$ cat config.mk
export PLATFORM = sky130hd
export DESIGN_NAME = buffer_fifo
export DESIGN_NICKNAME = d
export VERILOG_FILES = /design/src/rtl/buffer_fifo.sv
export SDC_FILE = /design/constraint.sdc
export NUM_CORES = 1
export LEC_CHECK = 0
export CAP_MARGIN = 20
export CORE_AREA = 2 2 81 83
export CTS_BUF_LIST = sky130_fd_sc_hd__clkbuf_4 sky130_fd_sc_hd__clkbuf_8
export DETAILED_ROUTE_END_ITERATION = 16
export DIE_AREA = 0 0 83 85
export HOLD_SLACK_MARGIN = 0.15
export PLACE_DENSITY = 0.91
export REMOVE_ABC_BUFFERS = 1
export SLEW_MARGIN = 10
export SYNTH_ARGS = -nofsm -noshare
export SYNTH_HDL_FRONTEND = slang
export SYNTH_SLANG_ARGS = --single-unit
$ cat constraint.sdc
create_clock -name clk -period 3.7 [get_ports clk]
set_input_delay 0.74 -clock clk [delete_from_list [all_inputs] [get_ports clk]]
set_output_delay 0.74 -clock clk [all_outputs]
set_load 0.01 [all_outputs]
$ cat src/rtl/buffer_fifo.sv
// buffer_fifo: synchronous circular-buffer FIFO with a registered read port.
//
// Parameters
//   N      data word width in bits
//   DEPTH  number of storage entries (2, 4 or 8)
//
// Ports
//   clk        single clock, all state updates on the rising edge
//   rst        synchronous active-high reset
//   d          write data, captured when a write is accepted
//   w_enable   write request
//   r_enable   read request
//   q          registered read data, holds the most recently read word
//   q_valid    high for the one cycle after an accepted read
//   full       count == DEPTH
//   empty      count == 0
//   count      number of stored words
//   overflow   sticky, set by a rejected write
//   underflow  sticky, set by a rejected read
module buffer_fifo #(
  parameter int unsigned N     = 16,
  parameter int unsigned DEPTH = 4,
  localparam int unsigned AW   = $clog2(DEPTH),
  localparam int unsigned CW   = AW + 1
) (
  input  logic          clk,
  input  logic          rst,
  input  logic [N-1:0]  d,
  input  logic          w_enable,
  input  logic          r_enable,
  output logic [N-1:0]  q,
  output logic          q_valid,
  output logic          full,
  output logic          empty,
  output logic [CW-1:0] count,
  output logic          overflow,
  output logic          underflow
);

  localparam logic [CW-1:0] FullCount = CW'(DEPTH);

  logic [N-1:0]  mem [DEPTH];
  logic [AW-1:0] wp_q, rp_q;
  logic [CW-1:0] count_q;
  logic [N-1:0]  q_q;
  logic          q_valid_q, overflow_q, underflow_q;

  logic          rd_acc, wr_acc;

  // Flags come from the registered count only, never from the requests.
  assign full  = (count_q == FullCount);
  assign empty = (count_q == '0);

  // A full FIFO still takes a write when a read frees the slot in the same
  // edge. An empty FIFO never forwards the incoming word to q.
  always_comb begin
    rd_acc = r_enable && !empty;
    wr_acc = w_enable && (!full || rd_acc);
  end

  // Storage is deliberately not reset; entries are only visible after a write.
  always_ff @(posedge clk) begin
    if (!rst && wr_acc) begin
      mem[wp_q] <= d;
    end
  end

  always_ff @(posedge clk) begin
    if (rst) begin
      wp_q        <= '0;
      rp_q        <= '0;
      count_q     <= '0;
      q_q         <= '0;
      q_valid_q   <= 1'b0;
      overflow_q  <= 1'b0;
      underflow_q <= 1'b0;
    end else begin
      q_valid_q <= rd_acc;
      if (wr_acc) begin
        wp_q <= wp_q + AW'(1);
      end
      if (rd_acc) begin
        // Reads the pre-edge contents, so a full read+write gets the oldest word.
        q_q  <= mem[rp_q];
        rp_q <= rp_q + AW'(1);
      end
      if (wr_acc && !rd_acc) begin
        count_q <= count_q + CW'(1);
      end else if (rd_acc && !wr_acc) begin
        count_q <= count_q - CW'(1);
      end
      if (w_enable && !wr_acc) begin
        overflow_q <= 1'b1;
      end
      if (r_enable && !rd_acc) begin
        underflow_q <= 1'b1;
      end
    end
  end

  assign q         = q_q;
  assign q_valid   = q_valid_q;
  assign count     = count_q;
  assign overflow  = overflow_q;
  assign underflow = underflow_q;

endmodule

# ---- Word-level counts from Yosys, hierarchy flattened
# Memory sizes are Yosys's and may differ from the RTL's. A register that Yosys moved wholly into a read port is not among the register bits.
# Index checks and enable logic that the tools add are counted.
dict set report totals {
  ff_bits 10
  latch_bits 0
  ramBits 64
  rom_bits 0
  inputBits 20
  output_inout_bits 24
  wordCells 31
  mem_count 1
}
dict set report classes {
  add_sub_neg 4
  n_mul 0
  div_mod_pow 0
  magnitude_cmp 0
  n_eq_ne 1
  n_shift 0
  muxes 4
  bitwise_logic 0
  reduce_logical 15
}
# name depth word_bits read_ports rd_clocked_by_memory_dff wr line_no
set memory_table {}
lappend memory_table {mem 4 16 1 1 1 42} ;# logic [N-1:0] mem [DEPTH];
# cell n
set ops {}
lappend ops {{1-bit logical AND} 7}
lappend ops {{3-bit two-way mux} 2}
lappend ops {{1-bit zero test} 5}
lappend ops {{2-bit by 1-bit adder with 2-bit output, second input constant} 2}
lappend ops {{3-bit by 1-bit adder with 3-bit output, second input constant} 1}
lappend ops {{3-bit equality test, second input constant} 1}
lappend ops {{3-bit zero test} 1}
lappend ops {{3-bit by 1-bit subtractor with 3-bit output, second input constant} 1}
lappend ops {{1-bit two-way mux} 2}
lappend ops {{2-bit nonzero test} 1}
lappend ops {{1-bit logical OR} 1}

# ---- Longest topological paths before layout
# Gate-level depths: netlist of the first run.
dict set report logic_depth {
  ltp_word 9
  ltp_mapped 9
  ltp_nobuf 9
}

# ---- Least setup slack after synthesis of the first run
# No wires, ideal clock.
dict set report synth_timing {
  kind {input-to-reg}
  startpoint {in rst}
  endpoint {mem mem[3][0] (enable)}
  setup_ns 0.413
  arrival_ns 2.384
  required_ns 3.287
  path_slack_ns 0.903
  cell_stages 3
  path_buffers 2
  path_cell_list {clkbuf_1 > clkbuf_1 > nor3b_1}
}
dict set report synth_via {
  elab_chain_len 4
}
# element line_no
set synth_lines {}
lappend synth_lines {{from (decl)} 27} ;# input logic rst,
lappend synth_lines {{1-bit zero test} 63} ;# if (!rst && wr_acc) begin
lappend synth_lines {{1-bit logical AND} 63}
lappend synth_lines {{1-bit two-way mux} 63}
lappend synth_lines {{1-bit two-way mux (implied by the code)} 64} ;# mem[wp_q] <= d;
lappend synth_lines {{to (decl)} 42}
# Every way passes these cells.

# ---- Worst setup path in the final report of the first run
dict set report layout_timing {
  startpoint {in r_enable}
  endpoint {reg count_q[2] (netlist: count[2])}
}
dict set report layout_via {
  elab_chain_len 6
  elab_cells_between_ends 9
  cone_classes {mux: 1; reduce/logical: 8}
}
# element line_no
set layout_lines {}
lappend layout_lines {{from (decl)} 30} ;# input logic r_enable,
lappend layout_lines {{1-bit logical AND *} 57} ;# rd_acc = r_enable && !empty;
lappend layout_lines {{1-bit logical OR} 58} ;# wr_acc = w_enable && (!full || rd_acc);
lappend layout_lines {{1-bit logical AND} 58}
lappend layout_lines {{1-bit zero test} 89} ;# end else if (rd_acc && !wr_acc) begin
lappend layout_lines {{1-bit logical AND} 89}
lappend layout_lines {{2-bit nonzero test (no line)} n/a}
lappend layout_lines {{to (signal assigned)} 88} ;# count_q <= count_q + CW'(1);
lappend layout_lines {{to (signal assigned)} 90} ;# count_q <= count_q - CW'(1);
lappend layout_lines {{to (decl)} 44} ;# logic [CW-1:0] count_q;
# Mark *: on every way between the ends. The rest lies on a longest branch, timed or not.
# A chain may end at the register's enable or synchronous reset.

==> flow_summary_export.csv, run 1 <==
group,metric,value,unit
global_routing,grt_pass1_vias,1727,
hold_path,hold_path_class,"reg -> reg",
setup_path,r2r-end,"count[2]$_SDFFE_PP0P_",
pwr,p_per_area,637,mW/mm2
setup_path,endpoint_kind,"flop",
setup_path,ff2ff_path_depth,9,
global_routing,grt_max_degree,18,
floorplanning,io_pins,44,
pwr,power,2.61,mW
routing,remaining_drc_errors,0,
sta,fin_tns_setup,0,ps
synthesis,synth_top_area_frac,0.572,
routing,ant_nets,0,
sta,fmax,0.363,GHz
synthesis,synth_cell_types,29,
placed_design,gp_congestion,0.721,
synthesis,synth-seq-cells,90,
placed_design,io_buffers,43,
floorplanning,fp.dieArea,0.00706,mm2
clock_tree,clk_pin_slew_worst_paths,80,ps
sta,rsz0062_at_grt,"no",
final_layout,syn2layout_area_growth,21.8,%
sta,slew_violations,0,
final_layout,drive_gt1_frac,0.203,
run,maxCapViolCount,0,
setup_path,crit_fanout,5,
clock_tree,numCtsBuffers,9,
floorplanning,core_area,0.00620,mm2
final_layout,diodes,0,
routing,vias,1722,
setup_path,critPathRequiredTime,3970,ps
global_routing,antenna_found_initial,0,
clock_tree,postCtsSetupRepairBufs,0,
final_layout,final_net_count,252,
sta,finalHoldViolCount,0,
clock_tree,cts_resized,0,
sta,skew,10.5,ps
synthesis,synth_area,0.00336,mm2
setup_path,r2r-start,"count[0]$_SDFFE_PP0P_",
clock_tree,cts_tree,"built",
global_routing,grt_overflow,0,
synthesis,ys.flop_type,"edfxtp_1",
setup_path,endpoint,"count[2]$_SDFFE_PP0P_",
synthesis,synthCells,175,
final_layout,n_fill_cell,397,
global_routing,grt_pass1_wl,8660,um
sta,min_period,2760,ps
floorplanning,start_util,0.542,
pwr,power_leakage,1.38,nW
clock_tree,cts_buffer_depth,2,
setup_path,crit_path_start_kind,"input port",
global_routing,grtUsageTotal,0.166,
synthesis,ys_top_cells_by_area,"edfxtp_1, dfxtp_1, mux4_2",
clock_tree,postCtsHoldBufs,0,
sta,setup_viol,0,
synthesis,yosysTopAreaCell,"edfxtp_1",
synthesis,synthMostInstantiatedCell,"edfxtp_1",
synthesis,yosysWarningCount,0,
routing,firstDrtPassIters,4,
setup_path,arrival,3030,ps
floorplanning,die_w,83,um
sta,tightest_slew,812,ps
clock_tree,clk_latency,350,ps
synthesis,synth.avg_cell_area,19.2,um2
pwr,vdd_drop_max,336,uV
clock_tree,cts_num_sinks,90,
synthesis,synthArstFlopShare,0,
placed_design,hpwl,3570,um
setup_path,startpoint,"r_enable",
floorplanning,row_count,29,
clock_tree,ctsRootBufferMaster,"clkbuf_8",
setup_path,r2r_slack,1290,ps
sta,slew_headroom,0.458,
clock_tree,cts_max_level,3,
status,outcome,"completed",
synthesis,yosysSeqAreaShare,0.726,
floorplanning,fp.dieH,85,um
routing,wl,5430,um
synthesis,synth_common_cells,"edfxtp_1, dfxtp_1, a22o_1, mux4_2, nor2_1",
sta,fin_crit_sh,0.745,
routing,wl_per_cell,17.6,um
setup_path,path_class,"in -> reg",
synthesis,synth-edff-count,64,
routing,drtIter0Drc,118,
routing,vias_per_cell,5.59,
[cell usage in the layout (no fill, tap or decap), types with 2 or more instances in the layout]
cell / Yosys / routed
a21oi_1: 3 / 3
ha_1: 5 / 5
xor2_1: 4 / 4
dfxtp_1: 26 / 26
nand2b_1: 2 / 2
mux4_2: 16 / 16
nor2_1: 8 / 8
buf_4: 1 / 5
clkdlybuf4s50_1: 0 / 43
edfxtp_1: 64 / 64
clkbuf_8: 0 / 9
nor3b_2: 0 / 4
inv_1: 3 / 3
clkbuf_4: 0 / 2
a22o_1: 16 / 16
mux2i_1: 2 / 2
[report_power, final]
| group | internal, mW | switching [mW] |
|---|---|---|
| Sequential | 1.19 | 0.117 |
| Combinational | 0.402 | 0.260 |
| Clock | 0.325 | 0.317 |
[stage by stage]
stage / setup slack [ps] / utilization / hold WS [ps] / area (um2) / std cells
6_report: 945 / 0.660 / 482 / 4100 / 308
3_5_place_dp: 582 / 0.629 / 468 / 3900 / 292
3_3_place_gp: 685 / 0.624 / 462 / 3870 / 291
5_1_grt: 785 / 0.660 / 506 / 4100 / 308
2_1_floorplan: 1010 / - / 481 / 3290 / 166
4_1_cts: 951 / 0.660 / 488 / 4100 / 308
[routing by layer]
| layer | global-route usage | part of all wire |
|---|---|---|
| met1 | 0.204 | 0.43 |
| met2 | 0.269 | 0.49 |
| met3 | 0.0613 | 0.061 |
| met4 | 0.0656 | 0.015 |
| met5 | 0 | 0 |
[layout make-up]
| cell class | instances | area (um2) | area share |
|---|---|---|---|
| Sequential cell | 90 | 2440 | 0.596 |
| Timing Repair Buffer | 49 | 495 | 0.121 |
| Multi-Input combinational cell | 72 | 852 | 0.208 |
| Tap cell | 77 | 96.3 | 0.0235 |
| Clock inverter | 5 | 55.1 | 0.0134 |
| Clock buffer | 11 | 139 | 0.0339 |
| Inverter | 4 | 15.0 | 0.00367 |
[registers in the layout, summed over array words and instances (netlist names)]
register / count
rp_q: 2
wp_q: 2
q_valid: 1
underflow: 1
overflow: 1
q: 16
mem: 64
count: 3
[kinds of logic (layout without fill, tap and decap cells)]
logic type / count (synthesis) / count (layout) / synth area share
DFF: 90 / 90 / 0.726
and+or+nand+nor: 21 / 21 / 0.0383
AOI/OAI and AO/OA: 22 / 22 / 0.0566
adders and majority gates: 6 / 6 / 0.0246
buffers and inverters: 13 / 69 / 0.0260
xor gates and xnor gates: 4 / 4 / 0.0104
muxes: 19 / 19 / 0.118
[worst min-delay path by stage]
| stage | start | to | slack (ps) | cells past startpoint |
|---|---|---|---|---|
| after floorplan | wp_q[1]$_SDFFE_PP0N_ | wp_q[1]$_SDFFE_PP0N_ | 480 | 2 |
| after global placement | q[6]$_SDFFE_PP0P_ | q[6]$_SDFFE_PP0P_ | 460 | 1 |
| after detailed placement | q[15]$_SDFFE_PP0P_ | q[15]$_SDFFE_PP0P_ | 470 | 1 |
| after CTS | q[15]$_SDFFE_PP0P_ | q[15]$_SDFFE_PP0P_ | 490 | 1 |
| after global routing | q[13]$_SDFFE_PP0P_ | q[13]$_SDFFE_PP0P_ | 510 | 1 |
| final | q[11]$_SDFFE_PP0P_ | q[11]$_SDFFE_PP0P_ | 480 | 1 |
[worst max-delay path: stages]
cell	delay [ps]
clkdlybuf4s50_1	570
nor4b_2	80
nand2b_2	270
inv_2	120
ha_1	180
inv_1	70
fa_1	390
xor2_1	160
or3_1	310
a21oi_1	140
(Power assumes the default switching activity.)
==> run 2, diff against run 1 <==
CORE_AREA = 2 2 85 87   (was 2 2 81 83)
DIE_AREA = 0 0 87 89   (was 0 0 83 85)
PLACE_DENSITY = 0.88   (was 0.91)
clock period = 2.3 ns   (was 3.7 ns; I/O delays follow)
==> run 2 against run 1 <==
  * Via count up 2.0%
  * Flip-flop and latch count unchanged
  * Sequential power is 56% higher
  * Final area increased by 2.3%
  * Critical path depth unchanged
  * Power grew 61%
  * Wire length up 8.8%
  * Non-clock buffer count is 16 higher
  * Sequential share of layout area decreased by 1.4 points
  * Core utilization decreased by 3.6 points
  * Largest cell class unchanged
==> flow_summary_export.csv, run 2 (synthesis results as in run 1) <==
group,metric,value,unit
status,outcome,"completed",
global_routing,grt_pass1_vias,1804,
floorplanning,core_area,0.00672,mm2
sta,skew,10.5,ps
pwr,power_leakage,1.45,nW
clock_tree,postCtsHoldBufs,0,
final_layout,final_cells,327,
routing,wl_per_cell,18.1,um
sta,fin_tns_setup,0,ps
final_layout,largest_reg_flops,64,
routing,firstDrtPassIters,4,
placed_design,hpwl,3980,um
sta,slew_violations,0,
final_layout,syn2layout_area_growth,24.6,%
routing,wl,5910,um
final_layout,top_register,"mem",
placed_design,io_buffers,43,
sta,tightest_slew,688,ps
sta,min_period,2160,ps
hold_path,whs_path_depth,2,
setup_path,endpoint_kind,"flop",
final_layout,finish.utilization,0.624,
pwr,p_per_area,1000,mW/mm2
routing,vias_per_cell,5.37,
clock_tree,numCtsBuffers,9,
clock_tree,ctsRootBufferMaster,"clkbuf_8",
sta,fin_crit_sh,0.940,
sta,setup_viol,0,
clock_tree,postCtsSetupRepairBufs,0,
floorplanning,fp.dieArea,0.00774,mm2
final_layout,final_common_cell,"edfxtp_1",
clock_tree,cts_num_sinks,90,
routing,vias,1756,
floorplanning,start_util,0.500,
clock_tree,cts_tree,"built",
setup_path,ff2ff_path_depth,9,
global_routing,use_met3,0.0369,
global_routing,grt_pass1_wl,9110,um
setup_path,crit_fanout,2,
sta,hold_ws,479,ps
routing,ant_nets,0,
clock_tree,clk_latency,340,ps
placed_design,dp_slack,-203,ps
routing,drtIter0Drc,102,
sta,fmax,0.462,GHz
final_layout,diodes,0,
global_routing,antenna_found_initial,0,
final_layout,final_net_count,268,
clock_tree,cts_buffer_depth,2,
placed_design,dpl.cell_count,311,
global_routing,grt_overflow,0,
placed_design,dpl-instance-area,0.00401,mm2
setup_path,path_class,"in -> reg",
sta,finalHoldViolCount,0,
floorplanning,row_count,30,
setup_path,critPathRequiredTime,2570,ps
global_routing,grtUsageTotal,0.163,
global_routing,busiest_layer,"met2",
sta,timing.final.ws_setup,137,ps
clock_tree,cts_max_level,3,
run,maxCapViolCount,0,
floorplanning,io_pins,44,
final_layout,n_fill_cell,456,
sta,slew_headroom,0.542,
final_layout,drive_gt1_frac,0.259,
final_layout,final_cell_area,0.00419,mm2
placed_design,gp_congestion,0.716,
routing,remaining_drc_errors,0,
global_routing,grt_max_degree,19,
setup_path,crit_path_start_kind,"input port",
floorplanning,fp.dieH,89,um
clock_tree,clk_pin_slew_worst_paths,80,ps
final_layout,layout_common_cells,"edfxtp_1, clkdlybuf4s50_1, dfxtp_1, buf_4",
global_routing,use_met1,0.195,
setup_path,arrival,2430,ps
clock_tree,cts_resized,0,
pwr,power,4.20,mW
global_routing,met2_usage,0.285,
sta,rsz0062_at_grt,"no",
pwr,vdd_drop_max,562,uV
hold_path,hold_path_class,"reg -> reg",
floorplanning,die_w,87,um
run 2: cell count changes in the layout (fill, tap and decap cells not counted):
cell	change
buf_16	-1
buf_4	+17
bufinv_16	-1
clkbuf_4	+1
clkbuf_8	+1
clkinv_1	-1
clkinv_2	-1
inv_6	+1
run 2: path summary, 6_finish.rpt:
check / start / end / slack [ps]
setup reg to reg: count[0]$_SDFFE_PP0P_ / count[2]$_SDFFE_PP0P_ / 210
setup / recovery: r_enable / count[2]$_SDFFE_PP0P_ / 140
hold reg to reg: overflow$_SDFFE_PP0P_ / overflow$_SDFFE_PP0P_ / 480
hold / removal: overflow$_SDFFE_PP0P_ / overflow$_SDFFE_PP0P_ / 480
run 2: metal layers:
metal  share of wire  wire length (um)
met5               0                 0
met4           0.011                63
met3           0.036               215
met2            0.53              3160
met1            0.42              2470
run 2: final cells by class:
| type | instances | area (um2) | share of cell area |
|---|---|---|---|
| timing repair buffer | 65 | 596 | 0.142 |
| multi-input combinational | 72 | 852 | 0.203 |
| tap | 80 | 100 | 0.0239 |
| clock buffer | 13 | 160 | 0.0382 |
| sequential | 90 | 2440 | 0.583 |
| inverter | 4 | 15.0 | 0.00358 |
| clock inverter | 3 | 25.0 | 0.00597 |
run 2: critical path: stages:
cell and delay, ps:
clkdlybuf4s50_1 490, nor4b_2 60, nand2b_2 200, inv_2 50
ha_1 150, inv_1 50, fa_1 370, xor2_1 160
or3_1 300, a21oi_1 140
run 2: report_power, final:
part	switching, mW	leakage, nW	internal [mW]
logic	0.497	0.563	0.673
registers	0.129	0.794	1.91
clock network	0.519	0.0945	0.465
total	1.14	1.45	3.05
